File: src/rtl/mfm_flux_classifier_pkg.sv
// Shared floppy read-path definitions: interval class codes, FSM states and
// the cell-timing threshold derivation used by the classifier and the decoder.
package mfm_flux_classifier_pkg;

  typedef enum logic [1:0] {
    CLS_2T  = 2'd0,
    CLS_3T  = 2'd1,
    CLS_4T  = 2'd2,
    CLS_ERR = 2'd3
  } cls_e;

  typedef enum logic {
    ST_IDLE = 1'b0,
    ST_RUN  = 1'b1
  } state_e;

  localparam int unsigned CLKSPD_DEF     = 32'd25000000;
  localparam int unsigned BITRATE_DEF    = 32'd500000;
  localparam int unsigned IDLE_CELLS_DEF = 32'd64;
  localparam int unsigned HALF_DEF       = CLKSPD_DEF / (32'd2 * BITRATE_DEF);
  localparam int unsigned IDLE_CYC_DEF   = IDLE_CELLS_DEF * HALF_DEF;
  localparam int unsigned CW_DEF         = $clog2(IDLE_CYC_DEF + 32'd1);

  // Boundaries sit halfway between nominal cell lengths and belong to the upper class.
  function automatic cls_e classify(input logic [31:0] ival, input int unsigned half);
    int unsigned t_min;
    int unsigned t_23;
    int unsigned t_34;
    int unsigned t_max;
    t_min = (32'd3 * half) / 32'd2;
    t_23  = (32'd5 * half) / 32'd2;
    t_34  = (32'd7 * half) / 32'd2;
    t_max = (32'd9 * half) / 32'd2;
    if (ival < t_min)      return CLS_ERR;
    else if (ival < t_23)  return CLS_2T;
    else if (ival < t_34)  return CLS_3T;
    else if (ival < t_max) return CLS_4T;
    else                   return CLS_ERR;
  endfunction

endpackage

File: src/rtl/mfm_flux_classifier_if.sv
// Classified-interval bus from the flux classifier to the sector decoder.
interface mfm_flux_classifier_if
  import mfm_flux_classifier_pkg::*;
#(
  parameter int unsigned CW = CW_DEF
);
  logic          o_Valid;
  logic [1:0]    o_Class;
  logic [CW-1:0] o_Count;
  logic          o_Idle;
  logic [7:0]    o_ErrCount;

  modport master (output o_Valid, output o_Class, output o_Count, output o_Idle, output o_ErrCount);
  modport slave  (input  o_Valid, input  o_Class, input  o_Count, input  o_Idle, input  o_ErrCount);
endinterface

File: src/rtl/mfm_flux_classifier_sync_fall_edge.sv
// Two-flop synchronizer plus falling-edge detector; all flops reset high so
// releasing reset can never fabricate an edge.
module sync_fall_edge (
  input  logic clk,
  input  logic rst_n,
  input  logic din,
  output logic fall
);
  logic meta_r;
  logic sync_r;
  logic prev_r;

  // Synchronizer chain and previous-value flop
  always_ff @(posedge clk or negedge rst_n) begin
    if (!rst_n) begin
      meta_r <= 1'b1;
      sync_r <= 1'b1;
      prev_r <= 1'b1;
    end else begin
      meta_r <= din;
      sync_r <= meta_r;
      prev_r <= sync_r;
    end
  end

  assign fall = prev_r & ~sync_r;
endmodule

File: src/rtl/mfm_flux_classifier.sv
// Floppy RDATA front-end: measures flux-edge spacing, classifies each interval
// as 2T/3T/4T/error, and flags loss of flux.
module mfm_flux_classifier
  import mfm_flux_classifier_pkg::*;
#(
  parameter int unsigned clkspd     = CLKSPD_DEF,
  parameter int unsigned bitrate    = BITRATE_DEF,
  parameter int unsigned idle_cells = IDLE_CELLS_DEF
) (
  input  logic i_Clk,
  input  logic i_Rst_L,
  input  logic i_Data,
  mfm_flux_classifier_if.master bus
);
  localparam int unsigned HALF     = clkspd / (32'd2 * bitrate);
  localparam int unsigned IDLE_CYC = idle_cells * HALF;
  localparam int unsigned CW       = $clog2(IDLE_CYC + 32'd1);
  localparam logic [CW-1:0] CNT_MAX = CW'(IDLE_CYC);
  localparam logic [CW-1:0] CNT_TMO = CW'(IDLE_CYC - 32'd1);

  logic          edge_s;
  logic [CW-1:0] cnt_r;
  logic [CW-1:0] ival_s;
  cls_e          cls_calc_s;
  state_e        state_r, state_s;
  logic          valid_r, valid_s;
  cls_e          cls_r, cls_s;
  logic [CW-1:0] count_r, count_s;
  logic          idle_r, idle_s;
  logic [7:0]    err_r, err_s;

  sync_fall_edge u_sync (
    .clk   (i_Clk),
    .rst_n (i_Rst_L),
    .din   (i_Data),
    .fall  (edge_s)
  );

  // Clocks since the last edge detect, saturating at the idle limit
  always_ff @(posedge i_Clk or negedge i_Rst_L) begin
    if (!i_Rst_L)            cnt_r <= '0;
    else if (edge_s)         cnt_r <= '0;
    else if (cnt_r < CNT_MAX) cnt_r <= cnt_r + CW'(1);
    else                     cnt_r <= cnt_r;
  end

  // Interval between edge detects; cnt lags by one so add one, then saturate
  always_comb begin
    if (cnt_r >= CNT_MAX) ival_s = CNT_MAX;
    else                  ival_s = cnt_r + CW'(1);
    cls_calc_s = classify(32'(ival_s), HALF);
  end

  // Next-state and next-output logic
  always_comb begin
    state_s = state_r;
    valid_s = 1'b0;
    cls_s   = cls_r;
    count_s = count_r;
    err_s   = err_r;
    case (state_r)
      ST_IDLE: begin
        if (edge_s) state_s = ST_RUN;
        else        state_s = ST_IDLE;
      end
      ST_RUN: begin
        // An edge on the timeout cycle still counts as a (saturated) interval
        if (edge_s) begin
          state_s = ST_RUN;
          valid_s = 1'b1;
          cls_s   = cls_calc_s;
          count_s = ival_s;
          if (cls_calc_s == CLS_ERR && err_r != 8'hFF) err_s = err_r + 8'd1;
          else                                         err_s = err_r;
        end else if (cnt_r == CNT_TMO) begin
          state_s = ST_IDLE;
        end else begin
          state_s = ST_RUN;
        end
      end
      default: state_s = ST_IDLE;
    endcase
    idle_s = (state_s == ST_IDLE);
  end

  // State and registered outputs
  always_ff @(posedge i_Clk or negedge i_Rst_L) begin
    if (!i_Rst_L) begin
      state_r <= ST_IDLE;
      valid_r <= 1'b0;
      cls_r   <= CLS_ERR;
      count_r <= '0;
      idle_r  <= 1'b1;
      err_r   <= 8'd0;
    end else begin
      state_r <= state_s;
      valid_r <= valid_s;
      cls_r   <= cls_s;
      count_r <= count_s;
      idle_r  <= idle_s;
      err_r   <= err_s;
    end
  end

  assign bus.o_Valid    = valid_r;
  assign bus.o_Class    = cls_r;
  assign bus.o_Count    = count_r;
  assign bus.o_Idle     = idle_r;
  assign bus.o_ErrCount = err_r;
endmodule

File: src/flat_wrapper.sv
// flat-port wrapper written by rule: the top's interface ports become plain ports
module mfm_flux_classifier_flat import mfm_flux_classifier_pkg::*;
#(
  parameter int unsigned clkspd     = CLKSPD_DEF,
  parameter int unsigned bitrate    = BITRATE_DEF,
  parameter int unsigned idle_cells = IDLE_CELLS_DEF
)
  (i_Clk, i_Rst_L, i_Data, bus_o_Valid, bus_o_Class, bus_o_Count, bus_o_Idle, bus_o_ErrCount);
  mfm_flux_classifier_if #(.CW(11)) bus_i ();
  input  logic i_Clk;
  input  logic i_Rst_L;
  input  logic i_Data;
  output wire logic [$bits(bus_i.o_Valid)-1:0] bus_o_Valid;
  output wire logic [$bits(bus_i.o_Class)-1:0] bus_o_Class;
  output wire logic [$bits(bus_i.o_Count)-1:0] bus_o_Count;
  output wire logic [$bits(bus_i.o_Idle)-1:0] bus_o_Idle;
  output wire logic [$bits(bus_i.o_ErrCount)-1:0] bus_o_ErrCount;
  assign bus_o_Valid = bus_i.o_Valid;
  assign bus_o_Class = bus_i.o_Class;
  assign bus_o_Count = bus_i.o_Count;
  assign bus_o_Idle = bus_i.o_Idle;
  assign bus_o_ErrCount = bus_i.o_ErrCount;
  mfm_flux_classifier #(.clkspd(clkspd), .bitrate(bitrate), .idle_cells(idle_cells)) u_core (.i_Clk(i_Clk), .i_Rst_L(i_Rst_L), .i_Data(i_Data), .bus(bus_i));
endmodule
File: config.mk
export PLATFORM = sky130hd
export DESIGN_NAME = mfm_flux_classifier_flat
export DESIGN_NICKNAME = d
export VERILOG_FILES = /design/src/rtl/mfm_flux_classifier_pkg.sv /design/src/rtl/mfm_flux_classifier_if.sv /design/src/rtl/mfm_flux_classifier_sync_fall_edge.sv /design/src/rtl/mfm_flux_classifier.sv /design/src/flat_wrapper.sv
export SDC_FILE = /design/constraint.sdc
export NUM_CORES = 1
export LEC_CHECK = 0
export CAP_MARGIN = 20
export CORE_MARGIN = 2
export CORE_UTILIZATION = 45
export CTS_CLUSTER_DIAMETER = 200
export DETAILED_ROUTE_END_ITERATION = 6
export GPL_TIMING_DRIVEN = 0
export PLACE_DENSITY = 0.77
export SLEW_MARGIN = 20
export SYNTH_ARGS = -nofsm -noshare
export SYNTH_HDL_FRONTEND = slang
export SYNTH_SLANG_ARGS = --single-unit
File: constraint.sdc
create_clock -name i_Clk -period 2.6 [get_ports i_Clk]
set_clock_uncertainty 0.2 [all_clocks]
set_input_delay 0.26 -clock i_Clk [delete_from_list [all_inputs] [get_ports i_Clk]]
set_output_delay 0.26 -clock i_Clk [all_outputs]
set_load 0.01 [all_outputs]
# Yosys cells after proc, flatten, opt, wreduce, memory -nomap -nowiden
# Cells that the tools add are included.
# W data, S select, Z words.
# totals
reg_bits	38
in_bits	3
output_inout_bits	23
elab_cells	41
# classes
addsub	2
order_cmp	6
eq_ne	3
n_mux	12
bitwise_logic	4
n_reduce_logical	4
# op_table
operator	count
$mux W11	3
$lt A11 B6 Y1 const B	2
$lt A11 B7 Y1 const B	2
$add A11 B1 Y11 const B	1
$eq A11 B11 Y1 const B	1
$ge A11 B11 Y1 const B	1
$lt A11 B11 Y1 const B	1
$add A8 B1 Y8 const B	1
$ne A8 B8 Y1 const B	1
$mux W2	3
$mux W1	5
$not A1 Y1	3
$reduce_and A3 Y1	1
$eq A2 B2 Y1 const B	1
$pmux W1 S2	1
$reduce_and A2 Y1	1
$reduce_bool A2 Y1	1
$and A1 B1 Y1	1
$logic_and A1 B1 Y1	1

# Depth between registers and ports, before layout
# depth
word_depth	10
depth_mapped	9
mapped_depth_nobuf	8

# By module
# From an unflattened synthesis, not the netlist that was laid out.
# hier_totals
hier_cells	215
area_unflattened_um2	2043.2
# by_module_without_submodules
module	instances	cells_per_inst	area_each_um2	seq_area_each_um2
mfm_flux_classifier	1	211	1950.6	879.6
sync_fall_edge	1	4	92.6	78.8

# Least setup slack after synthesis
# No wires, ideal clock.
# synth_timing
kind	register to register
startpoint	reg u_core.cnt_r[0]
endpoint	reg u_core.err_r[1] (netlist: u_core.bus.o_ErrCount[1])
setup_ns	0.125
arrival_time_ns	1.960
required_ns	2.275
path_slack_ns	0.314
path_stages_with_launch	9
n_path_buf	0
synth_period_minus_slack_ns	2.286
cell_sequence	dfrtp_1 -> ha_1 -> and3_1 -> a21o_1 -> a221oi_2 -> o211ai_2 -> a31o_4 -> nand2_4 -> mux2_4
# synth_between
elab_chain_len	10
word_cells_on_any_way	14
cone_classes	add/sub (1); order compare (5); eq/ne (1); mux (5); reduce/logical (2)
# synth_lines
item	line	rtl
start: declaration	mfm_flux_classifier.sv:22	logic [CW-1:0] cnt_r;
start signal: assignment	mfm_flux_classifier.sv:43	else if (cnt_r < CNT_MAX) cnt_r <= cnt_r + CW'(1);
start signal: assignment	mfm_flux_classifier.sv:44	else cnt_r <= cnt_r;
$add A11 B1 Y11 or $ge A11 B11 Y1 (tied branches)	mfm_flux_classifier.sv:50, mfm_flux_classifier.sv:49	
$mux W11 (*)	mfm_flux_classifier.sv:49	if (cnt_r >= CNT_MAX) ival_s = CNT_MAX;
$lt A11 B7 Y1	mfm_flux_classifier_pkg.sv:37	else if (ival < t_max) return CLS_4T;
$mux W1	mfm_flux_classifier_pkg.sv:37	
$mux W2	mfm_flux_classifier_pkg.sv:36	else if (ival < t_34) return CLS_3T;
$mux W2	mfm_flux_classifier_pkg.sv:35	else if (ival < t_23) return CLS_2T;
$mux W2 (*)	mfm_flux_classifier_pkg.sv:34	if (ival < t_min) return CLS_ERR;
$eq A2 B2 Y1 (*)	mfm_flux_classifier.sv:73	if (cls_calc_s == CLS_ERR && err_r != 8'hFF) err_s = err_r + 8'd1;
$logic_and A1 B1 Y1 (*)	mfm_flux_classifier.sv:73	
$reduce_and A3 Y1 (no source line) (*)	-	
end signal: assignment	mfm_flux_classifier.sv:101	err_r <= err_s;
end: declaration	mfm_flux_classifier.sv:30	logic [7:0] err_r, err_s;
# Every way passes the cells marked *; elsewhere a longest branch is shown, timed or not.
# A chain may end at the register's enable or synchronous reset.

# Final worst setup path
# Ends and elaborated chain as after synthesis.

==> summary.md <==
| Metric | Value |
|---|---|
| Status | finished clean |
| GP Congestion | 0.866 |
| Post-Route Utilization | between 50% and 60% |
| Cell taking the most area after synthesis | dfrtp_1 |
| Site Rows | 24 |
| Core area | ~0.0044 mm2 |
| Syn Nets | about 230 |
| ANT nets after route | 0 |
| Setup violators final | 0 |
| Leak pwr | 1.06 nW |
| CP Launch Point | u_core.cnt_r[0]$_DFFE_PN0P_ |
| CP max stage cell | dfrtp_2 |
| Max-cap viol count | 0 |
| Family with the most delay on the worst path | compound AO/OA/AOI/OAI gates |
| Critical path data arrival time | ~2.5 ns |
| Register-to-register setup slack | 0.09 ns |
| Post CTS Setup Buffer Count | 0 |
| Wire length of the first global-routing pass | just over 7000 um |
| N_diodes | 0 |
| Die ar. | slightly above 0.005 mm2 |
| Commonest non-fill, non-tap cell in the layout | dfrtp_1 |
| RSZ-0062 raised after global routing | no |
| Die height | 71.3 um |
| Synth Register Bits | 38 |
| Max Root-Sink Buffers | 2 |
| Port bufs | 25 |
| PwrDens | between 600 and 700 mW/mm2 |
| Setup_tns | 0 ns |
| Total CTS buffers | 5 |
| Inst Count DP | roughly 300 |
| Area contributors post-synth | dfrtp_1 39%, dfstp_2 7.7%, xnor2_1 5.6% |
| Most frequent cells in the layout | 31 x dfrtp_1, 30 x nand2_1, 24 x clkdlybuf4s50_1 |
| Post-route minimum period | ~2.5 ns |
| Clk_lat worst skew | 0.30 ns |
| Buffer and inverter count on the worst path | 0 |
| Reg2reg path depth | 8 |
| Clk root buf | clkbuf_8 |
| Initial DRC Count | 92 |
| Via count | between 1500 and 2000 |
| Critical path launch point type | flop |
| Initial Util | between 40% and 50% |
| Synth-to-layout area growth | 22.1% |
| All-layer global routing usage | 17.9% |
| Via/cell ratio | ~5.6 |
| Cell Count, Final, Fillers Out | between 300 and 400 |
| DPL Wire Length | between 3000 and 4000 um |
| WP data required | 2.58 ns |
| Clk sinks | 38 |
| Post-synthesis sequential area ratio | a little under half |
| Number of synthesized flops with an enable pin | 0 |
| Syn_area_per_cell | roughly 9.3 um2 |
| Vias in the first global route | roughly 1600 |
| Fraction of layout cells with a size suffix above 1 | 14.6% |
| Mapped Cells | about 220 |
| Post-Syn Area | slightly above 0.002 mm2 |
| Crit path max fanout | 8 |
| Yosys top cell area share | between 30% and 40% |
| DRC | 0 |
| Final WL | about 4300 um |
| R2R Path Start | u_core.cnt_r[0]$_DFFE_PN0P_ |
| Synth warn | 0 |
| Largest net degree at the start of global routing | 26 |
| Final nets | roughly 260 |
| Period utilization | 96.5% |
| DR WL/cell | 14.0 um |
| Prevailing post-synth register cell | dfrtp_1 |
| H-tree lvl count | 2 |
| Synth cell types | 44 |
| Crit-path cells | ha_1 -> and3_1 -> a21o_1 -> a221oi_2 -> o211ai_2 -> a31o_4 -> nand2_4 -> mux2_4 |
| Worst min-delay path class | flop to flop |
| CP endpoint kind | flop |
| Die W | ~71 um |
| Crit path depth | 8 |
| Peak VDD IR | approximately 0.39 mV |
| Antenna violations before repair | 0 |
| Max Freq | ~400 MHz |
| Crit Path Category | flop to flop |
| Worst slew margin | about 54% |
| Crit path capture | u_core.bus.o_ErrCount[1]$_DFFE_PN0P_ |
| Fin. Hold Viols | 0 |
| Max stage delay on crit path | roughly 0.45 ns |
| Clock-pin transition on the worst setup and hold timing paths | ~0.080 ns |
| Pre-antenna DRT Iters | 4 |
| Fin. max-slew vios | 0 |
| Post-synth ARST share | between 90% and 100% |
| Total congestion overflow | 0 |
| R2r endpoint | u_core.bus.o_ErrCount[1]$_DFFE_PN0P_ |
| CTS tree | built |
| I/O Pins | 26 |
| Worst-Margin Slew | 0.694 ns |
registers in the layout (all words and copies together), names as in the netlist:
register / flops
u_core.bus.o_Valid: 1
u_core.cnt_r: 11
u_core.u_sync.sync_r: 1
u_core.u_sync.prev_r: 1
u_core.bus.o_Idle: 1
u_core.bus.o_Count: 11
u_core.bus.o_ErrCount: 8
u_core.state_r: 1
u_core.u_sync.meta_r: 1
u_core.bus.o_Class: 2
worst min path at each step:
stage | start | endpoint | cells after the start
floorplan | i_Rst_L | u_core.bus.o_Count[0]$_DFFE_PN0P_ | 0
global placement | u_core.u_sync.meta_r$_DFF_PN1_ | u_core.u_sync.sync_r$_DFF_PN1_ | 0
detailed placement | i_Rst_L | u_core.cnt_r[2]$_DFFE_PN0P_ | 1
CTS | u_core.u_sync.meta_r$_DFF_PN1_ | u_core.u_sync.sync_r$_DFF_PN1_ | 0
global route | u_core.u_sync.meta_r$_DFF_PN1_ | u_core.u_sync.sync_r$_DFF_PN1_ | 0
finish | u_core.u_sync.meta_r$_DFF_PN1_ | u_core.u_sync.sync_r$_DFF_PN1_ | 0
Yosys cell counts (2+ instances only):
| library cell | count |
|---|---|
| a31oi_1 | 9 |
| nand3_1 | 7 |
| and3_1 | 3 |
| nor2b_1 | 5 |
| buf_2 | 7 |
| xor2_1 | 6 |
| dfrtp_1 | 32 |
| clkbuf_1 | 3 |
| nand4_1 | 9 |
| a21o_1 | 2 |
| nor3_1 | 3 |
| buf_6 | 2 |
| dfstp_2 | 6 |
| ha_1 | 3 |
| inv_1 | 5 |
| xnor2_1 | 13 |
| or3_1 | 3 |
| nor2_1 | 21 |
| and2_1 | 3 |
| o311ai_1 | 2 |
| nand2_1 | 30 |
| o21ai_0 | 16 |
| a21oi_1 | 8 |
metrics by stage:
stage,setup slack [ns],instance area (um2),power (mW),hold slack (ns)
after floorplan,0.314,2040,1.08,-0.236
after global placement,0.156,2350,1.29,0.148
after detailed placement,0.117,2370,1.32,-0.00683
after CTS,0.0980,2480,1.75,0.162
after global routing,0.0111,2480,1.83,0.165
final,0.0898,2480,1.73,0.161
power breakdown:
part | total, mW | switching, mW | internal [mW]
sequential | 0.778 | 0.0918 | 0.686
clock | 0.426 | 0.213 | 0.213
combinational | 0.529 | 0.261 | 0.268
layout make-up:
type                       instances  area, um2
fill                             384       1870
timing repair buffer              27        283
clock buffer                       6       82.6
sequential                        38        960
tap                               52       65.1
multi-input combinational        162        983
buffer                            13       76.3
clock inverter                     2       12.5
inverter                           6       22.5
routing by layer:
metal / part of all wire (%) / global-route usage, % / wire [um]
met1: 46 / 24.0 / 1970
met2: 47 / 28.8 / 2020
met3: 5.3 / 4.22 / 228
met4: 1.6 / 5.87 / 70
met5: 0 / 0 / 0
timing repair:
action | 4_1_cts | 5_1_grt
resized for setup | 0 | 2
endpoints found under the hold margin | 36 | 0
hold buffers | 1 | 0
setup endpoints to repair | 0 | 1
kinds of logic (layout without fill, tap and decap cells):
kind of cell,Yosys count,in the layout,share of synthesized area (%)
xor gates and xnor gates,19,19,8.17
AOI/OAI and AO/OA,46,46,14.8
DFF,38,38,47.1
buffers and inverters,19,54,4.86
muxes,1,1,0.737
adders and majority gates,3,3,1.84
and+or+nand+nor,93,93,22.5
(Power assumes the default switching activity.)
